## src/rtl/alu_pkg.sv

```systemverilog
// Shared definitions for the ALU operation sequencer and the top-level ALU.
// Holds the unit-select encodings carried on ALU_FUN[3:2] and the sequencer
// FSM state encoding.
package alu_pkg;

  localparam int unsigned NumUnits = 4;

  typedef enum logic [1:0] {
    UnitArith = 2'b00,
    UnitLogic = 2'b01,
    UnitCmp   = 2'b10,
    UnitShift = 2'b11
  } unit_e;

  typedef enum logic [1:0] {
    StIdle    = 2'b00,
    StIssue   = 2'b01,
    StCapture = 2'b10,
    StHold    = 2'b11
  } state_e;

endpackage

```

## src/rtl/alu_fun_decoder.sv

```systemverilog
// Combinational decode of a unit select into one-hot unit enables.
// Ports:
//   en_i      - qualifies the decode; all enables are 0 when low
//   unit_i    - unit select (arith, logic, cmp, shift)
//   enable_o  - one-hot enables, bit index equals the unit encoding
module alu_fun_decoder
  import alu_pkg::*;
(
  input  logic                en_i,
  input  unit_e               unit_i,
  output logic [NumUnits-1:0] enable_o
);

  always_comb begin
    enable_o = '0;
    if (en_i) begin
      unique case (unit_i)
        UnitArith: enable_o[0] = 1'b1;
        UnitLogic: enable_o[1] = 1'b1;
        UnitCmp:   enable_o[2] = 1'b1;
        UnitShift: enable_o[3] = 1'b1;
        default:   enable_o    = '0;
      endcase
    end
  end

endmodule

```

## src/rtl/alu_op_sequencer.sv

```systemverilog
// Sequences one ALU operation at a time through external functional units:
// accept (IDLE) -> enable one unit for a cycle (ISSUE) -> capture its result
// (CAPTURE) -> present it until downstream takes it (HOLD).
// Ports:
//   CLK, RST                 - clock, synchronous active-low reset
//   IN_VALID/IN_READY        - operation request handshake
//   A, B, ALU_FUN            - operands and function ([3:2] unit, [1:0] sub-function)
//   A_R, B_R, FUN_R          - latched operands / sub-function driven to the units
//   *_Enable                 - one-cycle unit enables
//   ARITH/LOGIC/CMP/SHIFT_OUT - registered unit results
//   RES_OUT, RES_UNIT        - captured result and its unit select
//   RES_VALID/RES_READY      - result handshake
//   OP_COUNT                 - wrapping count of completed result handshakes
module alu_op_sequencer
  import alu_pkg::*;
#(
  parameter int unsigned WIDTH = 4
) (
  input  logic               CLK,
  input  logic               RST,
  input  logic               IN_VALID,
  output logic               IN_READY,
  input  logic [WIDTH-1:0]   A,
  input  logic [WIDTH-1:0]   B,
  input  logic [3:0]         ALU_FUN,
  output logic [WIDTH-1:0]   A_R,
  output logic [WIDTH-1:0]   B_R,
  output logic [1:0]         FUN_R,
  output logic               ARITH_Enable,
  output logic               LOGIC_Enable,
  output logic               CMP_Enable,
  output logic               SHIFT_Enable,
  input  logic [2*WIDTH-1:0] ARITH_OUT,
  input  logic [WIDTH-1:0]   LOGIC_OUT,
  input  logic [WIDTH-1:0]   CMP_OUT,
  input  logic [WIDTH-1:0]   SHIFT_OUT,
  output logic [2*WIDTH-1:0] RES_OUT,
  output logic [1:0]         RES_UNIT,
  output logic               RES_VALID,
  input  logic               RES_READY,
  output logic [7:0]         OP_COUNT
);

  state_e               state_q, state_d;
  logic [WIDTH-1:0]     a_q, a_d, b_q, b_d;
  logic [1:0]           fun_q, fun_d;
  unit_e                unit_q, unit_d;
  logic [2*WIDTH-1:0]   res_q, res_d;
  unit_e                res_unit_q, res_unit_d;
  logic [7:0]           count_q, count_d;
  logic [2*WIDTH-1:0]   unit_result;
  logic [NumUnits-1:0]  enables;

  alu_fun_decoder u_decoder (
    .en_i     (state_q == StIssue),
    .unit_i   (unit_q),
    .enable_o (enables)
  );

  // Narrow unit results are zero-extended to the arith result width.
  always_comb begin
    unit_result = '0;
    unique case (unit_q)
      UnitArith: unit_result = ARITH_OUT;
      UnitLogic: unit_result = {{WIDTH{1'b0}}, LOGIC_OUT};
      UnitCmp:   unit_result = {{WIDTH{1'b0}}, CMP_OUT};
      UnitShift: unit_result = {{WIDTH{1'b0}}, SHIFT_OUT};
      default:   unit_result = '0;
    endcase
  end

  always_comb begin
    state_d    = state_q;
    a_d        = a_q;
    b_d        = b_q;
    fun_d      = fun_q;
    unit_d     = unit_q;
    res_d      = res_q;
    res_unit_d = res_unit_q;
    count_d    = count_q;
    unique case (state_q)
      StIdle: begin
        if (IN_VALID) begin
          a_d     = A;
          b_d     = B;
          fun_d   = ALU_FUN[1:0];
          unit_d  = unit_e'(ALU_FUN[3:2]);
          state_d = StIssue;
        end
      end
      StIssue: state_d = StCapture;
      StCapture: begin
        res_d      = unit_result;
        res_unit_d = unit_q;
        state_d    = StHold;
      end
      StHold: begin
        if (RES_READY) begin
          count_d = count_q + 8'd1;
          state_d = StIdle;
        end
      end
      default: state_d = StIdle;
    endcase
  end

  always_ff @(posedge CLK) begin
    if (!RST) begin
      state_q    <= StIdle;
      a_q        <= '0;
      b_q        <= '0;
      fun_q      <= '0;
      unit_q     <= UnitArith;
      res_q      <= '0;
      res_unit_q <= UnitArith;
      count_q    <= '0;
    end else begin
      state_q    <= state_d;
      a_q        <= a_d;
      b_q        <= b_d;
      fun_q      <= fun_d;
      unit_q     <= unit_d;
      res_q      <= res_d;
      res_unit_q <= res_unit_d;
      count_q    <= count_d;
    end
  end

  assign IN_READY     = (state_q == StIdle);
  assign RES_VALID    = (state_q == StHold);
  assign ARITH_Enable = enables[0];
  assign LOGIC_Enable = enables[1];
  assign CMP_Enable   = enables[2];
  assign SHIFT_Enable = enables[3];
  assign A_R          = a_q;
  assign B_R          = b_q;
  assign FUN_R        = fun_q;
  assign RES_OUT      = res_q;
  assign RES_UNIT     = res_unit_q;
  assign OP_COUNT     = count_q;

endmodule

```

## config.mk

```make
export PLATFORM = sky130hd
export DESIGN_NAME = alu_op_sequencer
export DESIGN_NICKNAME = d
export VERILOG_FILES = /design/src/rtl/alu_pkg.sv /design/src/rtl/alu_fun_decoder.sv /design/src/rtl/alu_op_sequencer.sv
export SDC_FILE = /design/constraint.sdc
export NUM_CORES = 1
export LEC_CHECK = 0
export BUFFER_PORTS_ARGS = -buffer_cell sky130_fd_sc_hd__buf_2
export CORE_MARGIN = 10
export CORE_UTILIZATION = 42
export CTS_BUF_LIST = sky130_fd_sc_hd__clkbuf_8
export DETAILED_ROUTE_END_ITERATION = 7
export PLACE_DENSITY = 0.74
export SLEW_MARGIN = 20
export SYNTH_ARGS = -nofsm -noshare
export SYNTH_HDL_FRONTEND = slang
export SYNTH_SLANG_ARGS = --single-unit
export TNS_END_PERCENT = 1
```

## constraint.sdc

```tcl
create_clock -name CLK -period 1.57 [get_ports CLK]
set_input_delay 0.0785 -clock CLK [delete_from_list [all_inputs] [get_ports CLK]]
set_output_delay 0.0785 -clock CLK [all_outputs]
set_load 0.03 [all_outputs]
```

==> results of run 1 <==
## flip-flops by register name (all words and copies together) (netlist names)
register  count
OP_COUNT      8
RES_UNIT      2
unit_q        2
state_q       2
A_R           4
B_R           4
FUN_R         2
RES_OUT       8
## synth_stat cells
| master | n |
|---|---|
| dfxtp_1 | 32 |
| nand2_1 | 32 |
| a21oi_1 | 23 |
| nor2_1 | 11 |
| nand3_1 | 8 |
| clkbuf_1 | 6 |
| ha_1 | 6 |
| mux2i_1 | 6 |
| inv_1 | 4 |
| mux4_2 | 4 |
| nand2b_1 | 4 |
| o21ai_0 | 4 |
| or4_1 | 4 |
| o31ai_1 | 3 |
| and2_1 | 2 |
| and3_1 | 2 |
| buf_2 | 2 |
| nor2b_1 | 2 |
| or3_2 | 2 |
| xor2_1 | 2 |
| nand3_4 | 1 |
| or3b_2 | 1 |
## kinds of logic (layout without fill, tap and decap cells)
kind of cell             after synthesis  after routing  synth area share (%)
AO/OA/AOI/OAI                         30             30                  11.1
XOR/XNOR                               2              2                  1.23
adder cells (fa/ha/maj)                6              6                  5.27
buffers and inverters                 12             86                  3.34
flip-flops                            32             32                  45.0
multiplexers                          10             10                  10.5
AND/OR/NAND/NOR                       69             69                  23.5
## power by group
group	switching, µW	internal (µW)	total (µW)
clock	284	464	748
sequential	103	954	1060
combinational	708	432	1140
## worst register-to-register path, delay by kind of cell, from the launching register on
kind                     cells  cell delay [ns]
AND/OR/NAND/NOR              3             0.78
flip-flops                   1             0.36
adder cells (fa/ha/maj)      1             0.17
buffers and inverters        1             0.07
## cell type report
class | instances | area (µm²) | area share [%]
Tap cell | 46 | 57.6 | 2.94
Timing Repair Buffer | 74 | 383 | 19.6
Inverter | 4 | 15.0 | 0.767
Sequential cell | 32 | 644 | 32.9
Clock inverter | 3 | 38.8 | 1.98
Clock buffer | 5 | 68.8 | 3.51
Multi-Input combinational cell | 117 | 751 | 38.3
## how the worst min path moves through the flow
| stage | slack, ns | from | depth (start not counted) | to |
|---|---|---|---|---|
| floorplan | 0.21 | A[3] | 2 | A_R[3] |
| finish | 0.03 | ALU_FUN[1] | 3 | FUN_R[1] |
| CTS | 0.02 | ALU_FUN[1] | 3 | FUN_R[1] |
| global placement | 0.32 | B[1] | 3 | B_R[1] |
| detailed placement | 0.33 | ALU_FUN[1] | 3 | FUN_R[1] |
| global route | 0.03 | A[1] | 3 | A_R[1] |
## routing by layer
metal | vias up | GRT usage, % | wire [µm]
met4 | 0 | 4.30 | 35
met1 | 610 | 11.4 | 1340
met3 | 5 | 6.38 | 313
met2 | 33 | 22.4 | 2030
met5 | - | 0 | 0
li1 | 698 | - | -
## repair_timing
item | 4_1_cts | 5_1_grt
endpoints found under the hold margin | 0 | 0
pin swaps | 0 | 1
setup endpoints to repair | 1 | 6
gates resized for setup | 1 | 6
## stage by stage
step	cells	utilization, %	hold slack, ns	instance area (µm²)
2_1_floorplan	161	-	0.214	1430
3_3_place_gp	273	55.4	0.319	1830
3_5_place_dp	273	55.4	0.326	1830
4_1_cts	281	58.7	0.0246	1940
5_1_grt	281	59.1	0.0288	1960
6_report	281	59.1	0.0315	1960
==> qor.csv, run 1 <==
stage;metric;value;unit
clocking;clk buf depth;2;
sta;Worst Slack Setup Final;0.0943;ns
synthesis;Cell Area, Synth;1420;µm²
route;wire length per cell;13.2;µm
clocking;Num Clock Sinks;32;
setup_path;critical path endpoint category;register;
floorplan;I/O pins;70;
layout;Area Overhead vs Synth;37.5;%
grt;grt ovf;0;
grt;vias in the first global route;1403;
route;final antenna-violating net count;0;
power_and_ir_drop;Power Density;1500;nW/µm²
floorplan;core region area;3310;µm²
sta;clk_skew;0.00787;ns
setup_path;Crit path depth;5;
clocking;TritonCTS Buffers;5;
sta;Slew @ Worst Pin;0.400;ns
clocking;Hold-fix buffers, CTS;0;
place;Port Buffer Count;69;
setup_path;crit-path cells;inv_2 -> ha_4 -> nor2b_1 -> or4_1 -> and3_1;
synthesis;#FFs+latches synth;32;
floorplan;Initial Utilization;43.0;%
place;gp weighted congestion;0.700;
synthesis;Syn Inst Count;161;
setup_path;crit path from;state_q[1];
run;MaxCap Viol Count;0;
floorplan;Row Count;21;
grt;initial antenna violation count;0;
route;final WL;3720;µm
synthesis;post-synth top area share;45.0;%
grt;largest net degree at the start of global routing;17;
setup_path;Setup CP Type;register to register;
setup_path;CP Buf/Inv Count;1;
sta;final setup vio count;0;
synthesis;synth top area cells;dfxtp_1, nand2_1, a21oi_1;
setup_path;R2R Setup Slk;0.09;ns
route;overall via count from detail_route;1346;
grt;global-route wire length before repair;6180;µm
sta;setup_tns;0;ns
setup_path;critical-path maximum fanout;4;
setup_path;CP endpoint;state_q[0];
sta;fmax;0.678;GHz
layout;diode count;0;
setup_path;Critical Path RT;1.74;ns
place;worst slack, placed;0.0246;ns
setup_path;Worst path max stage delay;0.45;ns
setup_path;crit start category;register;
route;DRT Pass-1 Iters;4;
run_status;status;finished, final reports clean;
layout;fillers;334;
grt;Tot GR Track Use;12.2;%
layout;share of cells above drive strength 1;40.9;%
setup_path;signal arrival time at the worst endpoint;1.65;ns
synthesis;Avg Cell Area, Syn;8.84;µm²
route;drt initial violations;44;
floorplan;Die H;78.2;µm
synthesis;yosys warns;0;
synthesis;sequential-to-total area share from yosys stat;45.0;%
power_and_ir_drop;P_leak;0.000890;µW
setup_path;crit-path leading delay family;simple AND/OR/NAND/NOR gates;
clocking;postcts setup bufs;0;
synthesis;post-synthesis net count;203;
setup_path;r2r endpoint;state_q[0];
setup_path;Worst Reg-to-Reg Cells;5;
min_path;worst min path class;input port to register;
clocking;CTS H-Tree Depth;2;
layout;commonest non-fill, non-tap cell in the layout;buf_2;
layout;commonest non-fill, non-tap cells in the layout;buf_2, nand2_1, dfxtp_1;
route;via/cell ratio;4.79;
sta;crit path time final;1.48;ns
layout;nets;276;
floorplan;die width;78.2;µm
sta;Slew Limit Fails;0;
synthesis;Synth area leader;dfxtp_1;
clocking;worst-skew pair later-pin latency;0.28;ns
floorplan;Die Area;6120;µm²
setup_path;Critical-path top delay cell;or4_1;
synthesis;Cell variety after synth;22;
power_and_ir_drop;VDD IR max;0.856;mV
clocking;root buf cell;clkbuf_8;
sta;RSZ-0062 raised after global routing;no;
sta;slew margin rel.;73.4;%
clocking;CTS tree;done;
setup_path;reg2reg start;state_q[1];
sta;fin crit share;94.0;%
sta;final hold viol count;0;
clocking;clock-pin slew on the worst setup and hold paths;0.07;ns
route;Residual DRC;0;
power_and_ir_drop;Power, Total;2940;µW
place;HPWL Detailed;2990;µm
No activity file was read; power rests on OpenSTA's default activity.
==> run 2: changes to the inputs <==
--- a/config.mk
+++ b/config.mk
@@ -10,7 +10,9 @@
 export CORE_UTILIZATION = 42
 export CTS_BUF_LIST = sky130_fd_sc_hd__clkbuf_8
 export DETAILED_ROUTE_END_ITERATION = 7
+export GPL_ROUTABILITY_DRIVEN = 0
 export PLACE_DENSITY = 0.74
+export RECOVER_POWER = 50
 export SLEW_MARGIN = 20
 export SYNTH_ARGS = -nofsm -noshare
 export SYNTH_HDL_FRONTEND = slang
==> run 2 against run 1 <==
Against the previous run: utilization is 1.3 points lower; clock-buffer cell count stayed put; register-to-register slack hardly changed; critical endpoint unchanged; largest cell class unchanged.
==> qor.csv, run 2 (synthesis results as in run 1) <==
stage;metric;value;unit
floorplan;Die H;78.2;µm
grt;vias in the first global route;1403;
sta;clk_skew;0.00893;ns
clocking;Hold-fix buffers, CTS;0;
setup_path;critical path endpoint category;register;
clocking;TritonCTS Buffers;5;
run_status;status;finished, final reports clean;
power_and_ir_drop;clock power share;25.8;%
clocking;clock-pin slew on the worst setup and hold paths;0.07;ns
route;overall via count from detail_route;1347;
power_and_ir_drop;P_leak;0.000763;µW
min_path;worst min path class;input port to register;
grt;Tot GR Track Use;12.2;%
power_and_ir_drop;P_sw;1100;µW
route;final antenna-violating net count;0;
layout;share of cells above drive strength 1;28.1;%
place;Port Buffer Count;69;
setup_path;Setup CP Type;register to register;
layout;post-layout util;57.9;%
grt;grt ovf;0;
clocking;worst-skew pair later-pin latency;0.28;ns
route;via/cell ratio;4.79;
layout;Final Cell Area;1920;µm²
floorplan;I/O pins;70;
power_and_ir_drop;sequential power share;36.5;%
route;DRT Pass-1 Iters;4;
sta;final setup vio count;0;
layout;commonest non-fill, non-tap cell in the layout;buf_2;
setup_path;signal arrival time at the worst endpoint;1.65;ns
place;HPWL Detailed;2990;µm
sta;fmax;0.678;GHz
power_and_ir_drop;Power, Total;2900;µW
clocking;root buf cell;clkbuf_8;
floorplan;Row Count;21;
layout;nets;276;
sta;fin crit share;94.0;%
layout;diode count;0;
place;Post-Place Cells;273;
route;wire length per cell;13.3;µm
clocking;CTS H-Tree Depth;2;
grt;largest net degree at the start of global routing;17;
sta;slew margin rel.;73.3;%
floorplan;Initial Utilization;43.0;%
clocking;clk buf depth;2;
sta;final hold viol count;0;
layout;Final Non-Filler Cells;281;
clocking;postcts setup bufs;0;
power_and_ir_drop;sw frac;37.8;%
sta;crit path time final;1.48;ns
floorplan;Die Area;6120;µm²
route;drt initial violations;40;
place;Area after DPL;1830;µm²
setup_path;critical-path maximum fanout;4;
power_and_ir_drop;VDD IR max;0.845;mV
route;final WL;3730;µm
setup_path;Critical Path RT;1.75;ns
clocking;CTS tree;done;
sta;RSZ-0062 raised after global routing;no;
sta;Slew @ Worst Pin;0.401;ns
layout;commonest non-fill, non-tap cells in the layout;buf_2, nand2_1, clkbuf_1;
power_and_ir_drop;internal power;1810;µW
run;MaxCap Viol Count;0;
grt;initial antenna violation count;0;
layout;Area Overhead vs Synth;34.5;%
clocking;Num Clock Sinks;32;
sta;Slew Limit Fails;0;
route;Residual DRC;0;
floorplan;die width;78.2;µm
grt;global-route wire length before repair;6180;µm
setup_path;crit start category;register;
floorplan;core region area;3310;µm²
power_and_ir_drop;Combinational Power Share;37.7;%
power_and_ir_drop;Power Density;1520;nW/µm²
run 2: cell types whose count changed in the layout (fill, tap and decap cells not counted), sizes merged:
cell | previous run | this run
clkbuf | 5 | 36
buf | 74 | 43
run 2: area by class of cell:
type,instances,area [µm²]
clock buffer,5,68.8
timing repair buffer,74,340
clock inverter,3,38.8
multi-input combinational,117,751
sequential,32,644
tap,46,57.6
fill,351,1400
inverter,4,15.0
run 2: power groups by stage:
stage	clock network (µW)	logic [µW]	registers [µW]
floorplan	0	657	1220
global placement	0	1120	1060
detailed placement	0	1120	1060
CTS	768	1140	1050
global route	805	1220	1080
finish	750	1100	1060
run 2: repair_timing:
| action | in CTS | in global routing |
|---|---|---|
| resized for setup | 1 | 6 |
| pin swaps | 0 | 1 |
| endpoints found under the setup margin | 1 | 6 |
run 2: worst max-delay path, stage by stage (launching register included):
cell and delay [ns]:
dfxtp_2 0.36, inv_2 0.07, ha_4 0.16, nor2b_1 0.15, or4_1 0.45, and3_1 0.18
run 2: worst paths after layout:
| check | startpoint | depth (start not counted) | slack [ns] | to |
|---|---|---|---|---|
| setup / recovery | state_q[1] | 5 | 0.09 | state_q[0] |
| hold / removal | ALU_FUN[1] | 3 | 0.03 | FUN_R[1] |
| setup reg to reg | state_q[1] | 5 | 0.09 | state_q[0] |
| hold reg to reg | FUN_R[0] | 2 | 0.45 | FUN_R[0] |
run 2: through the flow:
| step | hold WS [ns] | setup slack, ns | setup TNS (ns) |
|---|---|---|---|
| final | 0.0293 | 0.0941 | 0 |
| after global routing | 0.0288 | 0.0137 | 0 |
| after CTS | 0.0246 | 0.00758 | 0 |
| after detailed placement | 0.326 | 0.0246 | 0 |
| after global placement | 0.319 | 0.0515 | 0 |
| after floorplan | 0.214 | -0.0839 | -0.283 |
run 2: per-layer routing:
| metal | routed length [µm] | vias up | GRT usage [%] | share of wire, % |
|---|---|---|---|---|
| li1 | - | 700 | - | - |
| met1 | 1360 | 605 | 11.4 | 37 |
| met2 | 2010 | 37 | 22.4 | 54 |
| met3 | 324 | 5 | 6.38 | 8.7 |
| met4 | 35 | 0 | 4.30 | 0.94 |
| met5 | 0 | - | 0 | 0 |
